File: src/rtl/bit_serializer_pkg.sv
// rtl/bit_serializer_pkg.sv - FSM state encodings shared with sequence_detector
package bit_serializer_pkg;

    typedef enum logic [1:0] {
        IDLE   = 2'b00,
        SHIFT  = 2'b01,
        PARITY = 2'b10
    } ser_state_e;

    function automatic int ser_cnt_width(input int width);
        return (width > 2) ? $clog2(width) : 1;
    endfunction

endpackage

File: src/rtl/bit_serializer_bit_counter.sv
// rtl/bit_serializer_bit_counter.sv - serial bit index counter with terminal-count flag
module bit_counter #(
    parameter int CW   = 3,
    parameter int LAST = 7
) (
    input  logic clk_i,
    input  logic rst_ni,
    input  logic clr_i,
    input  logic en_i,
    output logic tc_o
);

    logic [CW-1:0] cnt_q, cnt_d;

    always_comb begin
        cnt_d = cnt_q;
        if (clr_i) begin
            cnt_d = '0;
        end else if (en_i) begin
            cnt_d = cnt_q + 1'b1;
        end
    end

    always_ff @(posedge clk_i or negedge rst_ni) begin
        if (!rst_ni) begin
            cnt_q <= '0;
        end else begin
            cnt_q <= cnt_d;
        end
    end

    assign tc_o = (cnt_q == CW'(LAST));

endmodule

File: src/rtl/bit_serializer.sv
// rtl/bit_serializer.sv - parallel-to-serial shifter; BIT_SERIALIZER_PARITY_EN appends even parity
module bit_serializer
    import bit_serializer_pkg::*;
#(
    parameter int WIDTH     = 8,
    parameter int MSB_FIRST = 1
) (
    input  logic             CLK,
    input  logic             nRST,
    input  logic [WIDTH-1:0] DIN,
    input  logic             DIN_VALID,
    output logic             DIN_READY,
    output logic             X,
    output logic             X_VALID,
    output logic             DONE
);

    localparam int CW = ser_cnt_width(WIDTH);

    ser_state_e       state_q, state_d;
    logic [WIDTH-1:0] shreg_q, shreg_d;
    logic             tc;
    logic             xfer;
    logic             cnt_en;

`ifdef BIT_SERIALIZER_PARITY_EN
    logic parity_q, parity_d;
`endif

    // Counter holds at terminal count so it never wraps inside a word.
    bit_counter #(
        .CW   (CW),
        .LAST (WIDTH - 1)
    ) u_bit_counter (
        .clk_i  (CLK),
        .rst_ni (nRST),
        .clr_i  (xfer),
        .en_i   (cnt_en),
        .tc_o   (tc)
    );

    assign xfer   = DIN_VALID && DIN_READY;
    assign cnt_en = (state_q == SHIFT) && !tc;

    always_comb begin
        state_d   = state_q;
        shreg_d   = shreg_q;
        X         = 1'b0;
        X_VALID   = 1'b0;
        DONE      = 1'b0;
`ifdef BIT_SERIALIZER_PARITY_EN
        parity_d  = parity_q;
`endif
        case (state_q)
            SHIFT: begin
                X       = (MSB_FIRST != 0) ? shreg_q[WIDTH-1] : shreg_q[0];
                X_VALID = 1'b1;
`ifndef BIT_SERIALIZER_PARITY_EN
                DONE    = tc;
`endif
                shreg_d = (MSB_FIRST != 0) ? {shreg_q[WIDTH-2:0], 1'b0}
                                           : {1'b0, shreg_q[WIDTH-1:1]};
                if (tc) begin
`ifdef BIT_SERIALIZER_PARITY_EN
                    state_d = PARITY;
`else
                    state_d = IDLE;
`endif
                end
            end
`ifdef BIT_SERIALIZER_PARITY_EN
            PARITY: begin
                X       = parity_q;
                X_VALID = 1'b1;
                DONE    = 1'b1;
                state_d = IDLE;
            end
`endif
            default: state_d = IDLE;
        endcase
        // Readiness depends only on state, so a capture here overrides the shift above.
        if (xfer) begin
            state_d  = SHIFT;
            shreg_d  = DIN;
`ifdef BIT_SERIALIZER_PARITY_EN
            parity_d = ^DIN;
`endif
        end
    end

    assign DIN_READY = nRST && ((state_q == IDLE) || DONE);

    always_ff @(posedge CLK or negedge nRST) begin
        if (!nRST) begin
            state_q  <= IDLE;
            shreg_q  <= '0;
`ifdef BIT_SERIALIZER_PARITY_EN
            parity_q <= 1'b0;
`endif
        end else begin
            state_q  <= state_d;
            shreg_q  <= shreg_d;
`ifdef BIT_SERIALIZER_PARITY_EN
            parity_q <= parity_d;
`endif
        end
    end

endmodule

File: config.mk
export PLATFORM = sky130hd
export DESIGN_NAME = bit_serializer
export DESIGN_NICKNAME = d
export VERILOG_FILES = /design/src/rtl/bit_serializer_pkg.sv /design/src/rtl/bit_serializer_bit_counter.sv /design/src/rtl/bit_serializer.sv
export SDC_FILE = /design/constraint.sdc
export NUM_CORES = 1
export LEC_CHECK = 0
export CAP_MARGIN = 10
export CORE_UTILIZATION = 46
export CTS_CLUSTER_SIZE = 10
export DETAILED_ROUTE_END_ITERATION = 12
export PLACE_DENSITY = 0.75
export SYNTH_ARGS = -nofsm -noshare
export SYNTH_HDL_FRONTEND = slang
export SYNTH_HIERARCHICAL = 1
export SYNTH_SLANG_ARGS = --single-unit
File: constraint.sdc
create_clock -name CLK -period 2.3 [get_ports CLK]
set_input_delay 0.46 -clock CLK [delete_from_list [all_inputs] [get_ports CLK]]
set_output_delay 0.46 -clock CLK [all_outputs]
set_load 0.01 [all_outputs]
# Yosys cells after proc, flatten, opt, wreduce, memory -nomap -nowiden
# Cells that the tools add are included.
# Widths: inputs -> output; s select.
[classes]
reduce_logical = 8
mux = 10
addsub = 1
eq_ne = 3
[ops]
columns = ["cell", "count"]
rows = [
  ["$mux 8", 2],
  ["$mux 2", 3],
  ["$mux 3", 2],
  ["$reduce_bool 2->1", 2],
  ["$add 3x1->3 const B", 1],
  ["$eq 3x3->1 const B", 1],
  ["$logic_and 1x1->1", 3],
  ["$mux 1", 3],
  ["$ne 3x2->1 const B", 1],
  ["$eq 2x1->1 const B", 1],
  ["$logic_not 2->1", 1],
  ["$logic_not 1->1", 1],
  ["$logic_or 1x1->1", 1],
]
[totals]
reg_bits = 13
word_cells = 25

# Logic depth before layout (Yosys ltp)
# Gate-level depths: netlist of the first run.
[depth]
ltp_word = 6
ltp_mapped = 6
depth_no_buf = 6

# Cells and area by module
# The synthesis of the first run kept the hierarchy.
[modules_own_cells]
columns = ["mod", "cells_per_inst", "n_inst", "area_per_inst_um2", "seq_area_each_um2"]
rows = [
  ["bit_serializer", 34, 1, 490.5, 225.2],
  ["bit_counter", 11, 1, 140.1, 75.1],
]

# Worst setup path after synthesis of the first run
# OpenSTA, ideal clock, no wires.
[synth_timing]
path_type = "register to register"
startpoint = "reg u_bit_counter.cnt_q[0]"
endpoint = "reg shreg_q[0]"
setup_time_ns = 0.125
path_buffers = 1
stages_incl_launch_ff = 7
slack_ns = 0.674
synth_period_minus_slack_ns = 1.626
t_arrival_ns = 1.500
path_cell_list = "dfrtp_1 -> ha_1 -> ha_1 -> nand2b_1 -> and3_1 -> buf_6 -> mux2_4"
[synth_between]
elab_chain_cells = 6
[synth_lines]
columns = ["item", "line_no", "rtl"]
rows = [
  ["start: declaration", "bit_serializer_bit_counter.sv:13", "logic [CW-1:0] cnt_q, cnt_d;"],
  ["start signal: assignment", "bit_serializer_bit_counter.sv:28", "cnt_q <= cnt_d;"],
  ["$eq 3x3->1 (*)", "bit_serializer_bit_counter.sv:32", "assign tc_o = (cnt_q == CW'(LAST));"],
  ["named net tc", "bit_serializer.sv:22", "logic tc;"],
  ["$mux 1 (*)", "bit_serializer.sv:54", "case (state_q)"],
  ["$logic_or 1x1->1 (*)", "bit_serializer.sv:91", "assign DIN_READY = nRST && ((state_q == IDLE) || DONE);"],
  ["$logic_and 1x1->1 (*)", "bit_serializer.sv:91", ""],
  ["$logic_and 1x1->1 (*)", "bit_serializer.sv:42", "assign xfer = DIN_VALID && DIN_READY;"],
  ["named net xfer", "bit_serializer.sv:23", "logic xfer;"],
  ["$mux 8 / $reduce_bool 2->1 (equally long branches)", "--", ""],
  ["end signal: assignment", "bit_serializer.sv:102", "shreg_q <= shreg_d;"],
  ["end: declaration", "bit_serializer.sv:21", "logic [WIDTH-1:0] shreg_q, shreg_d;"],
]
# The timed path passes the listed nets; every way through them passes the cells marked *.
# A chain may end at the register's enable or synchronous reset.

# Final worst setup path of the first run
[layout_timing]
startpoint = "reg u_bit_counter.cnt_q[0]"
endpoint = "out DIN_READY"
[layout_between]
elab_chain_cells = 4
[layout_lines]
columns = ["item", "line_no", "rtl"]
rows = [
  ["$eq 3x3->1", "bit_serializer_bit_counter.sv:32", ""],
  ["named net tc", "bit_serializer.sv:22", ""],
  ["$mux 1", "bit_serializer.sv:54", ""],
  ["$logic_or 1x1->1", "bit_serializer.sv:91", ""],
  ["$logic_and 1x1->1", "bit_serializer.sv:91", ""],
  ["end: declaration", "bit_serializer.sv:12", "output logic DIN_READY,"],
]
# The timed path passes the listed nets, and every way through them passes these cells.

==> results.sh, run 1 <==
export IMPL_outcome="complete, no violations"
export IMPL_area_delta_synth_final_pct=30.36
export IMPL_worst_setup_path_type="register to primary output"
export IMPL_fin_cells=77
export IMPL_startpoint_type="register"
export IMPL_fin_total_pwr_w=0.001009
export IMPL_wirelength_mm=1.161
export IMPL_hpwl_um=864.5
export IMPL_critPathArrivalTime_ps=1730
export IMPL_syn_avg_cell_area_sq_um=14.01
export IMPL_drt_pre_antenna_iters=4
export IMPL_fillCellCount=88
export IMPL_cts_resized_gates=1
export IMPL_overflow=0
export IMPL_cts_sinks=12
export IMPL_cp_top_family="flip-flops"
export IMPL_irDropWorstVdd_mv=0.6084
export IMPL_hold_worst_slack_ps=506.2
export IMPL_cp_required_ps=1840
export IMPL_die_h_um=39.03
export IMPL_worst_pin_slew_ps=409.3
export IMPL_drt_iter0_drc=10
export IMPL_finalSetupViolations=0
export IMPL_dieArea_sq_um=1523
export IMPL_ant_nets=0
export IMPL_endpoint_kind="primary output"
export IMPL_synth_seq_area_share=0.4762
export IMPL_cts_path_max_buffers=2
export IMPL_utilization=0.6930
export IMPL_core_sq_um=1186
export IMPL_worstSetupEndpoint="DIN_READY"
export IMPL_synth_area_leaders="dfrtp_1, mux2_4, mux2_2"
export IMPL_port_buffers=14
export IMPL_gp_congestion=0.6258
export IMPL_final_max_slew_viol_count=0
export IMPL_routedWlPerCell_um=15.08
export IMPL_grt_start_max_net_pins=14
export IMPL_cts_setup_buffers=0
export IMPL_rows=12
export IMPL_vias=423
export IMPL_drive_gt1_frac=0.3810
export IMPL_finalCritPeriodShare=0.9517
export IMPL_reg2reg_depth=6
export IMPL_seqCellArea_sq_um=300.3
export IMPL_cp_common_cell="ha_1"
export IMPL_cts_hold_buf=0
export IMPL_p_per_area_nw_per_um2=1227
export IMPL_crit_buf_inv=1
export IMPL_r2r_slack_ps=510
export IMPL_yosys_warnings=6
export IMPL_crit_path_top_delay_cell="dfrtp_1"
export IMPL_worstHoldPathType="input port to async pin"
export IMPL_route_detailed_drc=0
export IMPL_worstReg2RegEnd="shreg_q[4]$_DFFE_PN0P_"
export IMPL_critical_path_max_fanout=3
export IMPL_crit_start="u_bit_counter/cnt_q[0]$_DFFE_PN0P_"
export IMPL_clkLatencyLatePin_ps=270
export IMPL_clk_pin_slew_ps=80
export IMPL_num_io_pins=15
export IMPL_grt_pass1_wl_mm=1.869
export IMPL_yosys_area_top_type="dfrtp_1"
export IMPL_grtUsageTotal=0.1963
export IMPL_r2r_start="u_bit_counter/cnt_q[0]$_DFFE_PN0P_"
export IMPL_synth_distinct_cells=16
export IMPL_nets=77
export IMPL_postSynthCellCount=45
export IMPL_cp_num_cells=5
export IMPL_synth_area_sq_um=630.6
export IMPL_synth_top_cell_area_share=0.4762
export IMPL_slew_headroom=0.7271
export IMPL_leakagePower_nw=0.3977
export IMPL_cap_violations=0
export IMPL_synth_seq_cells=12
export IMPL_vias_per_cell=5.494
export IMPL_dp_cells=73
export IMPL_finalHoldViolCount=0
export IMPL_skew_ps=1.991
export IMPL_max_stage_delay_ps=400
export IMPL_synth_nets=58
export IMPL_fmax_ghz=0.4569
export IMPL_multi_input_area_sq_um=310.3
export IMPL_htreeDepth=1
export IMPL_grt_antenna_before_repair=0
export IMPL_start_util=0.5316
export IMPL_cts_root_buf="clkbuf_4"
export IMPL_cts_tree="yes"
export IMPL_die_w_um=39.03
export IMPL_min_period_ps=2189
export IMPL_grt_pass1_vias=445
export IMPL_rsz0062_at_grt="no"
export IMPL_path_cells="ha_1, ha_1, nand2b_1, and2_2, dlygate4sd2_1"
export IMPL_final_setup_tns_ps=0
export IMPL_diodes=0
export IMPL_cts_buffers_inserted=3
[where the power goes]
group | internal, W | switching [W]
clock network | 0.0000963 | 0.0000723
logic | 0.000302 | 0.000156
registers | 0.000304 | 0.0000780
total | 0.000703 | 0.000306
[worst min-delay path by stage]
stage                                                   from                                 end  slack, ps
after floorplan                                         nRST              shreg_q[0]$_DFFE_PN0P_        160
after global placement    u_bit_counter/cnt_q[1]$_DFFE_PN0P_  u_bit_counter/cnt_q[1]$_DFFE_PN0P_        510
after detailed placement  u_bit_counter/cnt_q[2]$_DFFE_PN0P_  u_bit_counter/cnt_q[2]$_DFFE_PN0P_        540
after CTS                                               nRST              shreg_q[7]$_DFFE_PN0P_        510
after global routing                                    nRST              state_q[0]$_DFFE_PN0P_        510
final                                                   nRST              shreg_q[7]$_DFFE_PN0P_        510
[routing by layer]
metal  global-route usage  vias up  routed length (um)
li1                     -      192                   -
met4              0.09483        0                  21
met5                    0        -                   0
met2               0.3333       16                 616
met1               0.1993      211                 454
met3              0.09249        4                  68
[registers in the layout, summed over array words and instances, names as in the netlist]
| register | cells |
|---|---|
| shreg_q | 8 |
| state_q | 1 |
| u_bit_counter/cnt_q | 3 |
[cell usage after synthesis]
| library cell | n |
|---|---|
| or2_2 | 1 |
| ha_1 | 2 |
| buf_2 | 1 |
| inv_1 | 1 |
| mux2i_1 | 2 |
| and2_2 | 2 |
| xnor2_1 | 1 |
| buf_6 | 1 |
| and2_1 | 1 |
| nor2b_1 | 1 |
| mux2_4 | 8 |
| dfrtp_1 | 12 |
| and3_1 | 1 |
| nand2b_1 | 1 |
| mux2_2 | 7 |
| nor2_1 | 3 |
[cells by family (layout without fill, tap and decap cells)]
| group | after synthesis | count (layout) | synth area share |
|---|---|---|---|
| adder cells (fa/ha/maj) | 2 | 2 | 0.03968 |
| buffers and inverters | 3 | 21 | 0.03173 |
| multiplexers | 17 | 17 | 0.3472 |
| AND/OR/NAND/NOR | 10 | 10 | 0.09129 |
| XOR/XNOR | 1 | 1 | 0.01389 |
| flip-flops | 12 | 12 | 0.4762 |
[worst reg2reg max path: cells and delay by family, from the launching register on]
family | cells | cell delay (ps)
flip-flops | 1 | 400
adder cells (fa/ha/maj) | 2 | 390
AND/OR/NAND/NOR | 2 | 370
multiplexers | 1 | 310
buffers and inverters | 1 | 190
[layout make-up]
cell class,instances,area share
multi-input cells,30,0.3775
flip-flops and latches,12,0.3653
repair buffers,16,0.1872
clock buffers,4,0.04414
well taps,14,0.02131
inverters,1,0.004566
[layout by cell type (no fill, tap or decap)]
cell / netlist / layout
xnor2_1: 1 / 1
nand2b_1: 1 / 1
nor2_1: 3 / 3
or2_2: 1 / 1
inv_1: 1 / 1
and2_1: 1 / 1
mux2_2: 7 / 7
ha_1: 2 / 2
and3_1: 1 / 1
mux2i_1: 2 / 2
dlygate4sd2_1: 0 / 1
nor2b_1: 1 / 1
clkdlybuf4s50_1: 0 / 13
clkbuf_8: 0 / 1
buf_4: 0 / 2
dfrtp_1: 12 / 12
clkbuf_4: 0 / 3
mux2_4: 8 / 8
and2_2: 2 / 2
[through the flow]
stage / cell area, sq um / setup slack [ps]
2_1_floorplan: 630.6 / 674.4
3_3_place_gp: 787.0 / 257.9
3_5_place_dp: 787.0 / 206.5
4_1_cts: 822.0 / 101.6
5_1_grt: 822.0 / 5.506
6_report: 822.0 / 111.2
Power figures use the tool's default switching activity.
==> run 2: changes to the inputs <==
--- a/config.mk
+++ b/config.mk
@@ -5,10 +5,12 @@
 export SDC_FILE = /design/constraint.sdc
 export NUM_CORES = 1
 export LEC_CHECK = 0
+export ABC_CLOCK_PERIOD_IN_PS = 2300
 export CAP_MARGIN = 10
 export CORE_UTILIZATION = 46
 export CTS_CLUSTER_SIZE = 10
 export DETAILED_ROUTE_END_ITERATION = 12
+export MAX_ROUTING_LAYER = met4
 export PLACE_DENSITY = 0.75
 export SYNTH_ARGS = -nofsm -noshare
 export SYNTH_HDL_FRONTEND = slang
==> results of run 2 <==
Same layout as run 1: the final DEF is identical, and so are final timing and power.
Among the figures that moved: final weighted congestion in routability-driven placement 0.6258 -> 0.6306; overall routing resource usage 0.1963 -> 0.2013
